<file path="src/rtl/logger_pkg.sv">
// Shared types and helpers for the logger drain path: dump FSM states and
// the ASCII rendering of entry nibbles.
package logger_pkg;

  typedef enum logic [2:0] {
    ST_IDLE,
    ST_CHECK,
    ST_CAPTURE,
    ST_LOAD,
    ST_SEND,
    ST_FINISH
  } dump_state_e;

  localparam logic [7:0] ASCII_CR = 8'h0D;
  localparam logic [7:0] ASCII_LF = 8'h0A;

  // Upper-case hex digit.
  function automatic logic [7:0] hex2ascii(input logic [3:0] nib);
    hex2ascii = (nib < 4'd10) ? (8'h30 + {4'h0, nib}) : (8'h37 + {4'h0, nib});
  endfunction

endpackage

</file>
<file path="src/rtl/uart_tx_byte.sv">
// 8N1 byte transmitter: start bit, 8 data bits LSB first, stop bit, each
// held CLK_DIV cycles. txd is registered and idles high.
module uart_tx_byte #(
  parameter int CLK_DIV = 434
) (
  input  logic       clk,
  input  logic       rst_n,
  input  logic       start,
  input  logic [7:0] data,
  output logic       txd,
  output logic       busy,
  output logic       done
);

  localparam int CW = (CLK_DIV > 2) ? $clog2(CLK_DIV) : 1;
  localparam logic [CW-1:0] BAUD_LAST = CW'(CLK_DIV - 1);
  localparam logic [CW-1:0] BAUD_PRE  = CW'(CLK_DIV - 2);

  logic [CW-1:0] baud_cnt;
  logic [3:0]    bit_cnt;
  logic [8:0]    sh;
  logic          active;
  logic          bit_end;
  logic          last;
  logic          accept;

  assign bit_end = (baud_cnt == BAUD_LAST);
  assign last    = active && (bit_cnt == 4'd9) && bit_end;
  // done fires one cycle before the stop bit ends so the caller can queue
  // the next byte into the final stop cycle and keep frames gapless.
  assign done    = active && (bit_cnt == 4'd9) && (baud_cnt == BAUD_PRE);
  assign busy    = active;
  assign accept  = start && (!active || last);

  always_ff @(posedge clk or negedge rst_n) begin
    if (!rst_n) begin
      txd      <= 1'b1;
      active   <= 1'b0;
      baud_cnt <= '0;
      bit_cnt  <= '0;
      sh       <= '0;
    end else if (accept) begin
      active   <= 1'b1;
      txd      <= 1'b0;
      sh       <= {1'b1, data};
      baud_cnt <= '0;
      bit_cnt  <= '0;
    end else if (active) begin
      if (bit_end) begin
        baud_cnt <= '0;
        if (bit_cnt == 4'd9) begin
          active <= 1'b0;
        end else begin
          bit_cnt <= bit_cnt + 4'd1;
          txd     <= sh[0];
          sh      <= {1'b1, sh[8:1]};
        end
      end else begin
        baud_cnt <= baud_cnt + CW'(1);
      end
    end
  end

endmodule

</file>
<file path="src/rtl/logger_dump_tx.sv">
// Logger drain: pops every buffered entry and streams it as upper-case hex
// plus CR LF over an 8N1 UART.
module logger_dump_tx
  import logger_pkg::*;
#(
  parameter int DATA_WIDTH = 36,
  parameter int CLK_DIV    = 434
) (
  input  logic                  clk,
  input  logic                  rst_n,
  input  logic                  rd_start,
  input  logic                  buf_empty,
  output logic                  buf_rd_en,
  input  logic [DATA_WIDTH-1:0] buf_rd_data,
  output logic                  uart_txd,
  output logic                  busy,
  output logic                  done
);

  localparam int NIB = (DATA_WIDTH + 3) / 4;
  localparam int SHW = NIB * 4;
  localparam int IW  = $clog2(NIB + 2);

  dump_state_e    state, state_nxt;
  logic           start_q;
  logic [SHW-1:0] ent_sh;
  logic [IW-1:0]  idx;
  logic           cap;
  logic           idx_inc;
  logic           tx_start;
  logic [7:0]     tx_data;
  logic           tx_busy;
  logic           tx_done;

  uart_tx_byte #(.CLK_DIV(CLK_DIV)) u_tx (
    .clk   (clk),
    .rst_n (rst_n),
    .start (tx_start),
    .data  (tx_data),
    .txd   (uart_txd),
    .busy  (tx_busy),
    .done  (tx_done)
  );

  // Accepted start is registered first; this gives busy one cycle after
  // rd_start and keeps the pop strobe a cycle later, where it is combinational
  // on buf_empty.
  assign busy = start_q || (state != ST_IDLE);

  always_comb begin
    if (idx < IW'(NIB))      tx_data = hex2ascii(ent_sh[SHW-1 -: 4]);
    else if (idx == IW'(NIB)) tx_data = ASCII_CR;
    else                      tx_data = ASCII_LF;
  end

  always_comb begin
    state_nxt = state;
    buf_rd_en = 1'b0;
    tx_start  = 1'b0;
    done      = 1'b0;
    cap       = 1'b0;
    idx_inc   = 1'b0;
    case (state)
      ST_IDLE:    if (start_q) state_nxt = ST_CHECK;
      ST_CHECK: begin
        if (buf_empty) begin
          state_nxt = ST_FINISH;
        end else begin
          buf_rd_en = 1'b1;
          state_nxt = ST_CAPTURE;
        end
      end
      ST_CAPTURE: begin
        cap       = 1'b1;
        state_nxt = ST_LOAD;
      end
      ST_LOAD: begin
        tx_start  = 1'b1;
        state_nxt = ST_SEND;
      end
      ST_SEND: begin
        if (tx_done && tx_busy) begin
          if (idx < IW'(NIB + 1)) begin
            idx_inc   = 1'b1;
            state_nxt = ST_LOAD;
          end else begin
            state_nxt = ST_CHECK;
          end
        end
      end
      ST_FINISH: begin
        done      = 1'b1;
        state_nxt = ST_IDLE;
      end
      default:    state_nxt = ST_IDLE;
    endcase
  end

  always_ff @(posedge clk or negedge rst_n) begin
    if (!rst_n) begin
      state   <= ST_IDLE;
      start_q <= 1'b0;
      ent_sh  <= '0;
      idx     <= '0;
    end else begin
      state   <= state_nxt;
      start_q <= rd_start && (state == ST_IDLE) && !start_q;
      if (cap) begin
        ent_sh <= SHW'(buf_rd_data);
        idx    <= '0;
      end else begin
        if (tx_start && (idx < IW'(NIB))) ent_sh <= ent_sh << 4;
        if (idx_inc) idx <= idx + IW'(1);
      end
    end
  end

endmodule

</file>
<file path="config.mk">
export PLATFORM = sky130hd
export DESIGN_NAME = logger_dump_tx
export DESIGN_NICKNAME = d
export VERILOG_FILES = /design/src/rtl/logger_pkg.sv /design/src/rtl/uart_tx_byte.sv /design/src/rtl/logger_dump_tx.sv
export SDC_FILE = /design/constraint.sdc
export NUM_CORES = 1
export LEC_CHECK = 0
export ABC_CLOCK_PERIOD_IN_PS = 6500
export CAP_MARGIN = 20
export CORE_ASPECT_RATIO = 1.2
export CORE_MARGIN = 5
export CORE_UTILIZATION = 30
export CTS_CLUSTER_DIAMETER = 80
export DETAILED_ROUTE_END_ITERATION = 7
export GPL_TIMING_DRIVEN = 0
export SYNTH_ARGS = -nofsm -noshare
export SYNTH_HDL_FRONTEND = slang
export SYNTH_SLANG_ARGS = --single-unit
export TNS_END_PERCENT = 1
</file>
<file path="constraint.sdc">
create_clock -name clk -period 6.5 [get_ports clk]
set_clock_uncertainty 0.2 [all_clocks]
set_input_delay 1.625 -clock clk [delete_from_list [all_inputs] [get_ports clk]]
set_output_delay 1.625 -clock clk [all_outputs]
set_load 0.02 [all_outputs]
</file>
Yosys cells after proc, flatten, opt, wreduce, memory -nomap -nowiden --
Index checks and enable logic that the tools add are counted.
Word-level totals: logic and storage cells 88, input bits 40, register bits 68
Operators by class: eq/ne operators 12, $lt $le $gt $ge 3, reduce and logical (&&, ||, !) cells 20, add/subtract/negate cells 5, mux-type cells 39
Operators by type and width (number):
- two-way mux 36 bit | 2
- two-way mux 9 bit | 7
- two-way mux 4 bit | 6
- equality test 9 bit (second input constant) | 2
- two-way mux 1 bit | 16
- one-hot mux 3 bit (5 select lines) | 1
- adder 6 x 4 -> 7 bit (first input constant) | 2
- < comparator 4 bit (second input constant) | 3
- two-way mux 3 bit | 4
- adder 9 x 1 -> 9 bit (second input constant) | 1
- adder 4 x 1 -> 4 bit (second input constant) | 2
- equality test 4 bit (second input constant) | 2
- logical AND 1 bit | 8
- two-way mux 8 bit | 1
- nonzero test 2 bit | 4
- two-way mux 7 bit | 1
- equality test 3 x 2 -> 1 bit (second input constant) | 2
- equality test 3 bit (second input constant) | 2
- inequality test 2 bit (second input constant) | 2
- equality test 3 x 1 -> 1 bit (second input constant) | 1
- logical NOT 3 bit | 1
- AND reduction 3 bit | 1
- nonzero test 3 bit | 1
- logical NOT 1 bit | 2
- 4 further kinds | 5

Depth between registers and ports, before layout --
depth in word-level cells 8, depth in mapped cells 8, mapped depth without buffers 6

By module --
From an unflattened synthesis, not the netlist that was laid out.
Second synthesis, totals: cell total of the unflattened synthesis 319, area total of the unflattened synthesis 3691.0 um^2
Modules (own cells, without submodules):
- logger_dump_tx | area an instance 2349.8 um^2, cells an instance 197, times used 1
- uart_tx_byte | area an instance 1341.3 um^2, cells an instance 122, times used 1

Worst setup path after synthesis --
No wires, ideal clock.
kind input to output, start point in buf_empty, end point out buf_rd_en, stages on the path 1, buffers on the path 0, setup slack 2.481 ns, arrival 2.194 ns, cells stage by stage nor3b_1
Between the ends: longest elaborated chain between the ends 2
Ends and longest elaborated chain:
- start, declared | line logger_dump_tx.sv:12 | input logic buf_empty,
- two-way mux 1 bit | line logger_dump_tx.sv:66 | if (buf_empty) begin
- two-way mux 1 bit | line logger_dump_tx.sv:63 | case (state)
- end, declared | line logger_dump_tx.sv:13 | output logic buf_rd_en,
No other way between the ends.

Final worst setup path --
Same ends and word-level chain as after synthesis.

==> flow_summary.yaml <==
flow_run:
  drv_cap: 0
grt:
  gr-usage-met1_pct: 16.3
  grt_overflow_total: 0
  grt_max_degree: 69
  grt_use_met2_pct: 21.0
  grt_usage_pct: 12.9
  met3_usage_pct: 3.88
  grt_first_pass_wirelength_um: 14400
  grt_pass1_vias: 2987
  antenna_found_initial: 0
  grt-busiest-layer: "met2"
logic_synthesis:
  ys_warn_count: 0
  synth_top_family_by_area: "compound AO/OA/AOI/OAI gates"
  synth_cells: 363
  yosys.area.top_type: "dfrtp_1"
  yosys-top-cells-area: "dfrtp_1, nand2_1, a22oi_1"
  muxShareOfSynthArea_pct: 1.84
  yosysSeqAreaShare_pct: 49.1
  ys_async_sr_fraction_pct: 100
  synth_flop_cell: "dfrtp_1"
  synth-compound-area-share_pct: 22.2
  netlist_area_um2: 3470
  synthXorXnorAreaFrac_pct: 0.758
  synth_edf_count: 0
  synth_common_cells: "nand2_1, dfrtp_1, a22oi_1"
  synth_top_cell_area_share_pct: 48.4
  synth_cell_type_count: 53
  synth_most_common_cell: "nand2_1"
  synth.avg_cell_area_um2: 9.55
  syn_nets: 412
  synthAdderAreaFrac_pct: 3.25
  yosys.area_share.simple_pct: 18.2
  synth-seq-cells: 68
pwr:
  switching_share_pct: 34.7
  p_per_area_nw_per_um2: 449
  power_leakage_nw: 1.97
  intPower_mw: 1.31
  seqPwrFrac_pct: 36.1
  p_switching_uw: 693
  pwr-share-clk_pct: 30.2
  vdd.ir_drop.worst_v: 0.000164
  combPwrFrac_pct: 33.7
worst_setup_path:
  crit_end: "buf_rd_en"
  critical_path_buf_inv_count: 2
  cp.arrival_ns: 3.03
  cp_max_fo: 3
  crit_required_ns: 4.68
  cp_cell_sequence: "clkdlybuf4s50_1, nor3b_1, clkdlybuf4s50_1"
  cpMostUsedCell: "clkdlybuf4s50_1"
  reg2reg_from: "u_tx.bit_cnt[1]$_DFFE_PN0P_"
  setup.worst_path.end_class: "output port"
  setup.worst_path.start_class: "primary input"
  r2r_cells: 7
  worstSetupPathDepth: 3
  slowest_stage: "clkdlybuf4s50_1"
  crit_type: "primary input to output port"
  crit_family: "buffers and inverters"
  startpoint: "buf_empty"
  r2r_slack_ns: 4.06
  r2r-end: "u_tx.bit_cnt[2]$_DFFE_PN0P_"
  cpPeakStageDelay_ns: 0.67
detailed_routing:
  dr.pass1.iters: 4
  wire_per_inst_um: 14.5
  drt_wl_total_um: 8380
  avgViaCountPerCell: 4.97
  route.detailed.drc: 0
  dr_total_vias: 2876
  drtAntennaViolNets: 0
  drt_iter0_markers: 144
min_path:
  min_path_type: "flip-flop to flip-flop"
  hold_depth: 2
clocking:
  h-tree-depth: 3
  clkSinkCount: 68
  insertion_delay_ns: 0.33
  cts_hold_buf: 0
  cts_resized: 0
  path_clk_slew_ns: 0.06
  cts_tree: "done"
  clk_path_buf_depth: 2
  numCtsBuffers: 9
  clockRootBuffer: "clkbuf_16"
  cts_setup_buffers: 0
floorplanning:
  rows: 43
  io_pins: 44
  die-height_um: 128
  initial_core_util_pct: 30.2
  die_w_um: 108
  core_area_um2: 11500
  die_area_um2: 13800
finish:
  fillers: 1124
  nNetsFinal: 466
  area_growth_pct: 28.5
  drive_gt1_share_pct: 8.06
  antenna_cells: 0
sta:
  relSlewSlack_pct: 41.4
  worstMarginPinSlew_ns: 0.879
  min_period_ns: 4.85
  max_freq_ghz: 0.206
  fin_hold_ws_ns: 0.275
  setup_viol: 0
  finalSetupTns_ns: 0
  grt_setup_unrepaired: "false"
  report.final.slew_viol_count: 0
  fin_crit_sh_pct: 74.6
  hold_violations: 0
placed_design:
  io_buffers: 43
  hpwl_um: 5960
  routabilityCongestion: 0.775
status:
  status: "complete, no violations"
## layer usage
layer | up-vias | share of wire, %
li1 | 1415 | -
met1 | 1395 | 45
met2 | 59 | 49
met3 | 7 | 5.0
met4 | 0 | 1.0
met5 | - | 0
## worst min path at each step
stage,from,end,slack [ns]
floorplan,u_tx.sh[8]$_DFFE_PN0P_,u_tx.sh[8]$_DFFE_PN0P_,0.23
global placement,u_tx.sh[8]$_DFFE_PN0P_,u_tx.sh[8]$_DFFE_PN0P_,0.25
detailed placement,ent_sh[19]$_DFFE_PN0P_,ent_sh[19]$_DFFE_PN0P_,0.26
CTS,u_tx.sh[8]$_DFFE_PN0P_,u_tx.sh[8]$_DFFE_PN0P_,0.28
global route,ent_sh[18]$_DFFE_PN0P_,ent_sh[18]$_DFFE_PN0P_,0.31
finish,ent_sh[16]$_DFFE_PN0P_,ent_sh[16]$_DFFE_PN0P_,0.28
## registers in the layout, summed over array words and instances (netlist names)
signal	cells
u_tx.bit_cnt	4
start_q	1
u_tx.txd	1
idx	4
u_tx.sh	9
u_tx.baud_cnt	9
u_tx.busy	1
state	3
ent_sh	36
## through the flow
step                setup WS (ns)  std cells  cell area [um^2]  util (%)  power [mW]
finish                       1.65        579              4450      38.9        2.00
global route                 1.59        579              4450      38.9        2.14
CTS                          1.64        579              4450      38.9        2.02
detailed placement           1.65        563              4090      35.7        1.40
global placement             1.20        563              4090      35.7        1.38
floorplan                    2.48        363              3470         -        1.20
## area by class of cell
class / count / area [um^2] / area share (%)
Multi-Input combinational cell: 260 / 1610 / 36.0
Clock inverter: 7 / 139 / 3.12
Timing Repair Buffer: 43 / 428 / 9.61
Sequential cell: 68 / 1700 / 38.2
Tap cell: 157 / 196 / 4.41
Buffer: 21 / 105 / 2.36
Inverter: 14 / 52.6 / 1.18
Clock buffer: 9 / 225 / 5.06
## cells by family after synthesis
logic type                 count (synthesis)
buffers and inverters                     35
DFF                                       68
xor gates and xnor gates                   3
adders and majority gates                  9
AOI/OAI and AO/OA                        112
and+or+nand+nor                          130
muxes                                      6
## cell usage in the layout, fill, tap and decap left out, types with 5 or more instances in the layout
master           netlist  layout
a21oi_1               20      20
a22oi_1               32      32
and3_1                 5       5
clkbuf_1              17      17
clkbuf_16              0       9
clkdlybuf4s50_1        0      42
dfrtp_1               67      67
ha_1                   9       9
inv_1                 14      14
nand2_1               84      84
nand3_1               13      13
nor2_1                 7       7
o21ai_0               22      22
o31ai_1                5       5
## power groups by stage
stage / logic, mW / clock network (mW) / registers [mW]
after CTS: 0.680 / 0.612 / 0.723
after detailed placement: 0.677 / 0 / 0.726
after floorplan: 0.501 / 0 / 0.696
after global placement: 0.657 / 0 / 0.723
final: 0.673 / 0.603 / 0.722
after global routing: 0.769 / 0.629 / 0.746
## worst min-delay path: stages (launching register included)
cell and delay [ns]:
dfrtp_1 0.34, nand2_1 0.05, nand2_1 0.05
No activity file was read; power rests on OpenSTA's default activity.
